<file path="config.mk">
export PLATFORM = sky130hd
export DESIGN_NAME = uart_byte_rx
export DESIGN_NICKNAME = d
export VERILOG_FILES = /design/src/rtl/uart_byte_rx.sv
export SDC_FILE = /design/constraint.sdc
export NUM_CORES = 1
export LEC_CHECK = 0
export CAP_MARGIN = 25
export CORE_MARGIN = 3
export CORE_UTILIZATION = 49
export CTS_CLUSTER_DIAMETER = 150
export DETAILED_ROUTE_END_ITERATION = 8
export GPL_TIMING_DRIVEN = 1
export PLACE_DENSITY = 0.73
export SLEW_MARGIN = 20
export SYNTH_ARGS = -nofsm -noshare
export SYNTH_HDL_FRONTEND = slang
export SYNTH_SLANG_ARGS = --single-unit
</file>
<file path="constraint.sdc">
create_clock -name clk -period 5.1 [get_ports clk]
set_input_delay 1.02 -clock clk [delete_from_list [all_inputs] [get_ports clk]]
set_output_delay 1.02 -clock clk [all_outputs]
set_load 0.01 [all_outputs]
</file>
<file path="src/rtl/uart_byte_rx.sv">
// rtl/uart_byte_rx.sv - 8N1 UART receiver, 16x oversampling with 3-sample majority vote
// Define UART_RX_PARITY_EN to expect one even-parity bit between data bit 7 and stop.
`timescale 1ns/1ps
module uart_byte_rx #(
  parameter int CLK_FREQ   = 50_000_000,
  parameter int OVERSAMPLE = 16
) (
  input  logic       clk,
  input  logic       reset_n,
  input  logic [2:0] baud_set,
  input  logic       uart_rx,
  output logic [7:0] data_byte,
  output logic       rx_done,
  output logic       frame_err,
  output logic       parity_err,
  output logic       uart_state
);

  // Divisor table is tuned for a 50 MHz clock.
  localparam int SCALE = CLK_FREQ / 50_000_000;
  localparam logic [8:0] DIV_9600   = 9'(325 * SCALE - 1);
  localparam logic [8:0] DIV_19200  = 9'(163 * SCALE - 1);
  localparam logic [8:0] DIV_38400  = 9'(81 * SCALE - 1);
  localparam logic [8:0] DIV_57600  = 9'(54 * SCALE - 1);
  localparam logic [8:0] DIV_115200 = 9'(27 * SCALE - 1);
  localparam logic [3:0] SUB_VOTE   = 4'd9;
  localparam logic [3:0] SUB_LAST   = 4'(OVERSAMPLE - 1);

  typedef enum logic [2:0] {
    S_IDLE,
    S_START,
    S_DATA,
`ifdef UART_RX_PARITY_EN
    S_PARITY,
`endif
    S_STOP
  } state_t;

  state_t     state_q;
  logic       sync1_q, sync2_q, dly_q;
  logic [2:0] baud_q;
  logic [8:0] div_q;
  logic [8:0] div_lim;
  logic [3:0] sub_q;
  logic [2:0] smp_q;
  logic [2:0] bit_q;
  logic [7:0] shadow_q;
  logic [7:0] data_q;
  logic       rx_done_q, frame_err_q, busy_q;
  logic       fall, tick, vote;

  assign fall = dly_q & ~sync2_q;
  assign tick = (div_q == div_lim);
  assign vote = (smp_q[0] & smp_q[1]) | (smp_q[0] & smp_q[2]) | (smp_q[1] & smp_q[2]);

  always_comb begin
    div_lim = DIV_9600;
    case (baud_q)
      3'd1:    div_lim = DIV_19200;
      3'd2:    div_lim = DIV_38400;
      3'd3:    div_lim = DIV_57600;
      3'd4:    div_lim = DIV_115200;
      default: div_lim = DIV_9600;
    endcase
  end

`ifdef UART_RX_PARITY_EN
  logic par_q, parity_err_q, perr;
  assign perr       = ^{shadow_q, par_q};
  assign parity_err = parity_err_q;
`else
  assign parity_err = 1'b0;
`endif

  always_ff @(posedge clk or negedge reset_n) begin
    if (!reset_n) begin
      state_q     <= S_IDLE;
      sync1_q     <= 1'b1;
      sync2_q     <= 1'b1;
      dly_q       <= 1'b1;
      baud_q      <= 3'd0;
      div_q       <= 9'd0;
      sub_q       <= 4'd0;
      smp_q       <= 3'b111;
      bit_q       <= 3'd0;
      shadow_q    <= 8'h00;
      data_q      <= 8'h00;
      rx_done_q   <= 1'b0;
      frame_err_q <= 1'b0;
      busy_q      <= 1'b0;
`ifdef UART_RX_PARITY_EN
      par_q        <= 1'b0;
      parity_err_q <= 1'b0;
`endif
    end else begin
      sync1_q     <= uart_rx;
      sync2_q     <= sync1_q;
      dly_q       <= sync2_q;
      rx_done_q   <= 1'b0;
      frame_err_q <= 1'b0;
`ifdef UART_RX_PARITY_EN
      parity_err_q <= 1'b0;
`endif
      if (state_q == S_IDLE) begin
        // Holding the counters at zero in IDLE clears them on start detection.
        div_q <= 9'd0;
        sub_q <= 4'd0;
        if (fall) begin
          state_q <= S_START;
          busy_q  <= 1'b1;
          baud_q  <= baud_set;
        end
      end else begin
        if (tick) begin
          div_q <= 9'd0;
          sub_q <= sub_q + 4'd1;
          if (sub_q >= 4'd6 && sub_q <= 4'd8) smp_q <= {smp_q[1:0], sync2_q};
        end else begin
          div_q <= div_q + 9'd1;
        end
        case (state_q)
          S_START: begin
            if (tick && sub_q == SUB_VOTE && vote) begin
              state_q <= S_IDLE;
              busy_q  <= 1'b0;
            end else if (tick && sub_q == SUB_LAST) begin
              state_q <= S_DATA;
              bit_q   <= 3'd0;
            end
          end
          S_DATA: begin
            if (tick && sub_q == SUB_VOTE) begin
              shadow_q <= {vote, shadow_q[7:1]};
            end else if (tick && sub_q == SUB_LAST) begin
              bit_q <= bit_q + 3'd1;
`ifdef UART_RX_PARITY_EN
              if (bit_q == 3'd7) state_q <= S_PARITY;
`else
              if (bit_q == 3'd7) state_q <= S_STOP;
`endif
            end
          end
`ifdef UART_RX_PARITY_EN
          S_PARITY: begin
            if (tick && sub_q == SUB_VOTE) par_q <= vote;
            else if (tick && sub_q == SUB_LAST) state_q <= S_STOP;
          end
`endif
          S_STOP: begin
            // Leave at the vote point so a start bit right after stop is caught.
            if (tick && sub_q == SUB_VOTE) begin
              state_q     <= S_IDLE;
              busy_q      <= 1'b0;
              frame_err_q <= ~vote;
`ifdef UART_RX_PARITY_EN
              parity_err_q <= perr;
              if (vote && !perr) begin
                data_q    <= shadow_q;
                rx_done_q <= 1'b1;
              end
`else
              if (vote) begin
                data_q    <= shadow_q;
                rx_done_q <= 1'b1;
              end
`endif
            end
          end
          default: state_q <= S_IDLE;
        endcase
      end
    end
  end

  assign data_byte  = data_q;
  assign rx_done    = rx_done_q;
  assign frame_err  = frame_err_q;
  assign uart_state = busy_q;

endmodule

</file>
Yosys cells after proc, flatten, opt, wreduce, memory -nomap -nowiden:

Index checks and enable logic that the tools add are counted.

* add/sub/neg operators: 3
* multipliers: 0
* divide/modulo/power cells: 0
* order comparisons: 2
* eq/ne operators: 22
* shift-type cells: 0
* muxes and demuxes: 31
* bitwise logic cells: 9
* reductions and logical operators: 15

Operators by type and width (count)
* $mux W3: 12
* $pmux W9 S4: 1
* $mux W9: 2
* $ne A3 B3 Y1 const B: 5
* $eq A3 B2 Y1 const B: 4
* $reduce_and A6 Y1: 2
* $mux W1: 11
* $ne A2 B2 Y1 const B: 5
* $add A9 B1 Y9 const B: 1
* $eq A9 B9 Y1: 1
* $pmux W3 S3: 1
* $eq A4 B4 Y1 const B: 2
* $mux W4: 2
* $reduce_and A4 Y1: 2
* $eq A3 B1 Y1 const B: 2
* $eq A3 B3 Y1 const B: 2
* $pmux W3 S2: 1
* $reduce_and A3 Y1: 2
* $add A4 B1 Y4 const B: 1
* $and A1 B1 Y1: 4
* $ge A4 B3 Y1 const B: 1
* $le A4 B4 Y1 const B: 1
* $logic_and A1 B1 Y1: 4
* $ne A4 B4 Y1 const B: 1
* 8 further kinds: 12

* register bits after elaboration: 47
* latch bits: 0
* memory bits (writable): 0
* ROM bits: 0
* input port bits: 6
* output and inout port bits: 12
* logic and storage cells: 96
* memories kept: 0

Depth between registers and ports, before layout:

* depth after elaboration: 8
* gate-level depth with buffers: 10
* mapped depth without buffers: 8

Worst setup path before layout:

OpenSTA, ideal clock, no wires.

* kind: register to register
* start: reg baud_q[0]
* end: reg shadow_q[0]
* setup time: 0.125 ns
* arrival time: 2.526 ns
* required time: 4.975 ns
* path slack: 2.449 ns
* stages on the path, launching flop included: 9
* buffers on the path: 2
* period minus slack after synthesis: 2.651 ns
* cells stage by stage: dfrtp_1 > buf_2 > nand3b_1 > a211o_1 > a22o_1 > or4_1 > buf_2 > nor4_4 > mux2_2

* longest elaborated chain between the ends: 5
* elaborated cells on any way between the ends: 8
* those cells by class: 5 x eq/ne; 1 x mux; 2 x reduce/logical

Ends and longest elaborated chain
* start, declared: line 41 `logic [2:0] baud_q;`
* start signal, assigned: line 111 `baud_q <= baud_set;`
* $eq A3 B3 Y1 (tied with other cells): line 58 `case (baud_q)`
* $pmux W9 S4 (*): line 58
* $eq A9 B9 Y1 (*): line 53 `assign tick = (div_q == div_lim);`
* $logic_and A1 B1 Y1 (*): line 132 `if (tick && sub_q == SUB_VOTE) begin`
* $reduce_and A3 Y1 (no line) (*)
* end signal, assigned: line 133 `shadow_q <= {vote, shadow_q[7:1]};`
* end, declared: line 47 `logic [7:0] shadow_q;`

Mark *: on every way between the ends. The rest lies on a longest branch, timed or not.
A chain may end at the register's enable or synchronous reset.

Worst setup path after layout:

* start: reg baud_q[2]
* end: reg shadow_q[5]

The elaborated chain is that of the path after synthesis.

==> run_results.csv <==
group,metric,value,unit
logic_synthesis,syn-cell-area,2340,µm²
clocking,cts.repair.resized,0,
worst_setup_path,worstPathRequired,5290,ps
logic_synthesis,postSynthCellCount,212,
status,outcome,"complete, no violations",
sta,max_freq,342,MHz
drt,vias,1545,
sta,setup_viol,0,
sta,hold_viol,0,
clocking,htree_levels,2,
pwr,power-per-cell-area,383,nW/µm²
clocking,clock-sinks,46,
worst_setup_path,path_max_fanout,10,
logic_synthesis,ys_ff_latch,46,
logic_synthesis,yosys_warnings,0,
sta,grt_setup_unrepaired,"false",
pwr,p_clk_share,22.5,%
clocking,root_buffer,"clkbuf_8",
global_route,grt_usage,16.3,%
die,initial_core_util,52.4,%
worst_setup_path,worstSetupStartpointType,"flip-flop",
worst_setup_path,path_buf_inv,0,
sta,slew_headroom,47.9,%
layout,drive_gt1_share,18.9,%
sta,hold_ws,372,ps
layout,area_growth,12.5,%
worst_setup_path,crit_type,"reg -> reg",
drt,drtAntennaViolNets,0,
worst_setup_path,crit_arrival,3120,ps
die,rows,24,
clocking,cts_tree,"built",
pwr,static-leakage-power,1.19,nW
worst_setup_path,cp_slowest_cell,"or4_1",
logic_synthesis,synth_edf_count,0,
clocking,insertion_delay,300,ps
pwr,power.internal,641,µW
drt,drc_errors,0,
sta,final.setup.tns,0,ps
layout,fin_cells,279,
sta,drv_slew,0,
global_route,grt_pass1_vias,1486,
logic_synthesis,synth_nets,228,
pwr,p_switching,368,µW
clocking,clkSlewWorstSetupHoldPaths,90,ps
worst_setup_path,cp-end-kind,"flip-flop",
place,numPortBuffers,16,
clocking,post_cts_buffers,0,
place,gp_congestion,0.798,
global_route,grt.overflow.total,0,
clocking,holdBufCountCts,0,
run,max-cap-violations,0,
pwr,irDropWorstVdd,0.186,mV
die,die_y,75.2,µm
global_route,grt_pass1_wl,6890,µm
pwr,switching_share,36.5,%
drt,wl_per_cell,14.4,µm
drt,wl,4030,µm
worst_setup_path,cpLargestDelayFamily,"simple AND/OR/NAND/NOR gates",
drt,routed_via_density,5.54,
logic_synthesis,synth.distinct_cells,48,
global_route,antenna_found_initial,0,
logic_synthesis,synth-async-reset-ratio,100,%
logic_synthesis,postSynthAreaPerCell,11.1,µm²
pwr,combPwrFrac,30.5,%
drt,drt-pass1-iter-count,4,
drt,drtIter0Drc,92,
sta,period_needed,2920,ps
layout,nNetsFinal,242,
sta,fin_skew,6.64,ps
place,hpwl,2850,µm
die,io-pin-count,18,
hold_path,min_path_type,"reg -> reg",
die,core_area,4470,µm²
sta,tightestPinTransition,775,ps
pwr,sequentialPowerShare,47.0,%
logic_synthesis,synthFlopType,"dfrtp_1",
worst_setup_path,crit_chain,"and2b_1 > a32oi_1 > a22o_1 > or4_1 > nor4_4 > mux2_2",
clocking,cts_made_buffers,5,
worst_setup_path,cp_slowest_stage_delay,660,ps
global_route,grt_max_degree,47,
logic_synthesis,seq_area_frac_synth,49.4,%
layout,nFillCells,386,
clocking,clock_path_buffers,2,
die,die_x,75.2,µm
place,dp_cells,270,
layout,diodes,0,
sta,post-route-period-util,57.3,%
die,fp.dieArea,5650,µm²
metal layers:
metal	track usage, %	share of wire (%)
met5	0	0
met4	6.99	1.6
met3	4.14	3.0
met2	24.5	46
met1	22.5	50
placed cells by master (no fill, tap or decap), drive strengths merged, types with 6 or more instances in the layout:
cell / synthesis / layout
clkdlybuf4s50: 0 / 15
dfrtp: 40 / 40
dfstp: 6 / 6
ha: 10 / 10
inv: 14 / 15
mux2: 22 / 22
nand2: 10 / 10
nor2: 23 / 23
o21ai: 6 / 6
xor2: 7 / 7
cell families (layout without fill, tap and decap cells):
family	count (synthesis)	count (layout)	synth area share [%]
flops	46	46	49.4
simple gates	69	69	16.7
buf+inv	24	39	4.32
xor+xnor	12	12	4.48
other cells	1	1	0.160
compound gates	26	26	8.17
fa+ha+maj	11	11	5.77
mux	23	23	11.0
registers in the layout, summed over array words and instances (netlist names):
| register | cells |
|---|---|
| div_q | 9 |
| data_byte | 8 |
| shadow_q | 8 |
| sub_q | 4 |
| baud_q | 3 |
| bit_q | 3 |
| smp_q | 3 |
| state_q | 2 |
| dly_q | 1 |
| frame_err | 1 |
| rx_done | 1 |
| sync1_q | 1 |
| sync2_q | 1 |
| uart_state | 1 |
path summary, 6_finish.rpt:
path                                            start                  endpoint  slack [ps]  cells past startpoint
worst max-delay path            baud_q[2]$_DFFE_PN0P_   shadow_q[5]$_DFFE_PN0P_        2180                      6
worst min-delay path                sync1_q$_DFF_PN1_         sync2_q$_DFF_PN1_         370                      0
worst max register to register  baud_q[2]$_DFFE_PN0P_   shadow_q[5]$_DFFE_PN0P_        2180                      6
worst min register to register      sync1_q$_DFF_PN1_         sync2_q$_DFF_PN1_         370                      0
max in group asynchronous                     reset_n        div_q[8]$_DFF_PN0_        3880                      2
min in group asynchronous                     reset_n  data_byte[1]$_DFFE_PN0P_         700                      1
worst register-to-register path: cells and delay by family, from the launching register on:
family | cells | cell delay, ps
AOI/OAI and AO/OA | 2 | 400
DFF | 1 | 500
muxes | 1 | 400
and+or+nand+nor | 3 | 1520
per-stage QoR:
step / instance area (µm²) / utilization (%) / worst slack [ps] / total power [mW]
3_5_place_dp: 2510 / 56.2 / 2210 / 0.782
5_1_grt: 2640 / 58.9 / 1980 / 1.08
4_1_cts: 2610 / 58.3 / 2180 / 1.02
6_report: 2640 / 58.9 / 2180 / 1.01
2_1_floorplan: 2340 / - / 2450 / 0.717
3_3_place_gp: 2510 / 56.2 / 2230 / 0.775
power groups by stage:
stage,combinational [mW],clock [mW],sequential [mW]
detailed placement,0.301,0,0.481
global placement,0.295,0,0.480
global route,0.345,0.255,0.485
floorplan,0.280,0,0.438
CTS,0.306,0.238,0.473
finish,0.308,0.227,0.475
cell type report:
type / count / area (µm²) / share of cell area, %
Timing Repair Buffer: 17 / 183 / 6.93
Multi-Input combinational cell: 142 / 1080 / 41.1
Clock buffer: 5 / 68.8 / 2.61
Sequential cell: 46 / 1160 / 43.9
Tap cell: 52 / 65.1 / 2.47
Inverter: 14 / 52.6 / 1.99
Clock inverter: 3 / 25.0 / 0.949
cells in the mapped netlist (2+ instances only):
| master | n | area share, % |
|---|---|---|
| a211oi_1 | 2 | 0.64 |
| a21oi_1 | 4 | 0.85 |
| a32oi_1 | 3 | 1.1 |
| and2_1 | 2 | 0.53 |
| and3_1 | 4 | 1.1 |
| buf_2 | 6 | 1.3 |
| clkbuf_1 | 3 | 0.48 |
| dfrtp_1 | 40 | 43 |
| dfstp_2 | 6 | 6.7 |
| ha_1 | 10 | 5.3 |
| inv_1 | 14 | 2.2 |
| mux2_2 | 22 | 11 |
| nand2_1 | 10 | 1.6 |
| nand2b_1 | 3 | 0.80 |
| nand3_1 | 4 | 0.85 |
| nand3b_1 | 3 | 0.96 |
| nand4_1 | 3 | 0.80 |
| nor2_1 | 23 | 3.7 |
| nor2b_1 | 2 | 0.53 |
| nor3b_1 | 3 | 0.96 |
| o211ai_1 | 2 | 0.64 |
| o21ai_0 | 6 | 1.3 |
| or4_1 | 2 | 0.64 |
| xnor2_1 | 5 | 1.9 |
| xor2_1 | 7 | 2.6 |
Power figures use the tool's default switching activity.
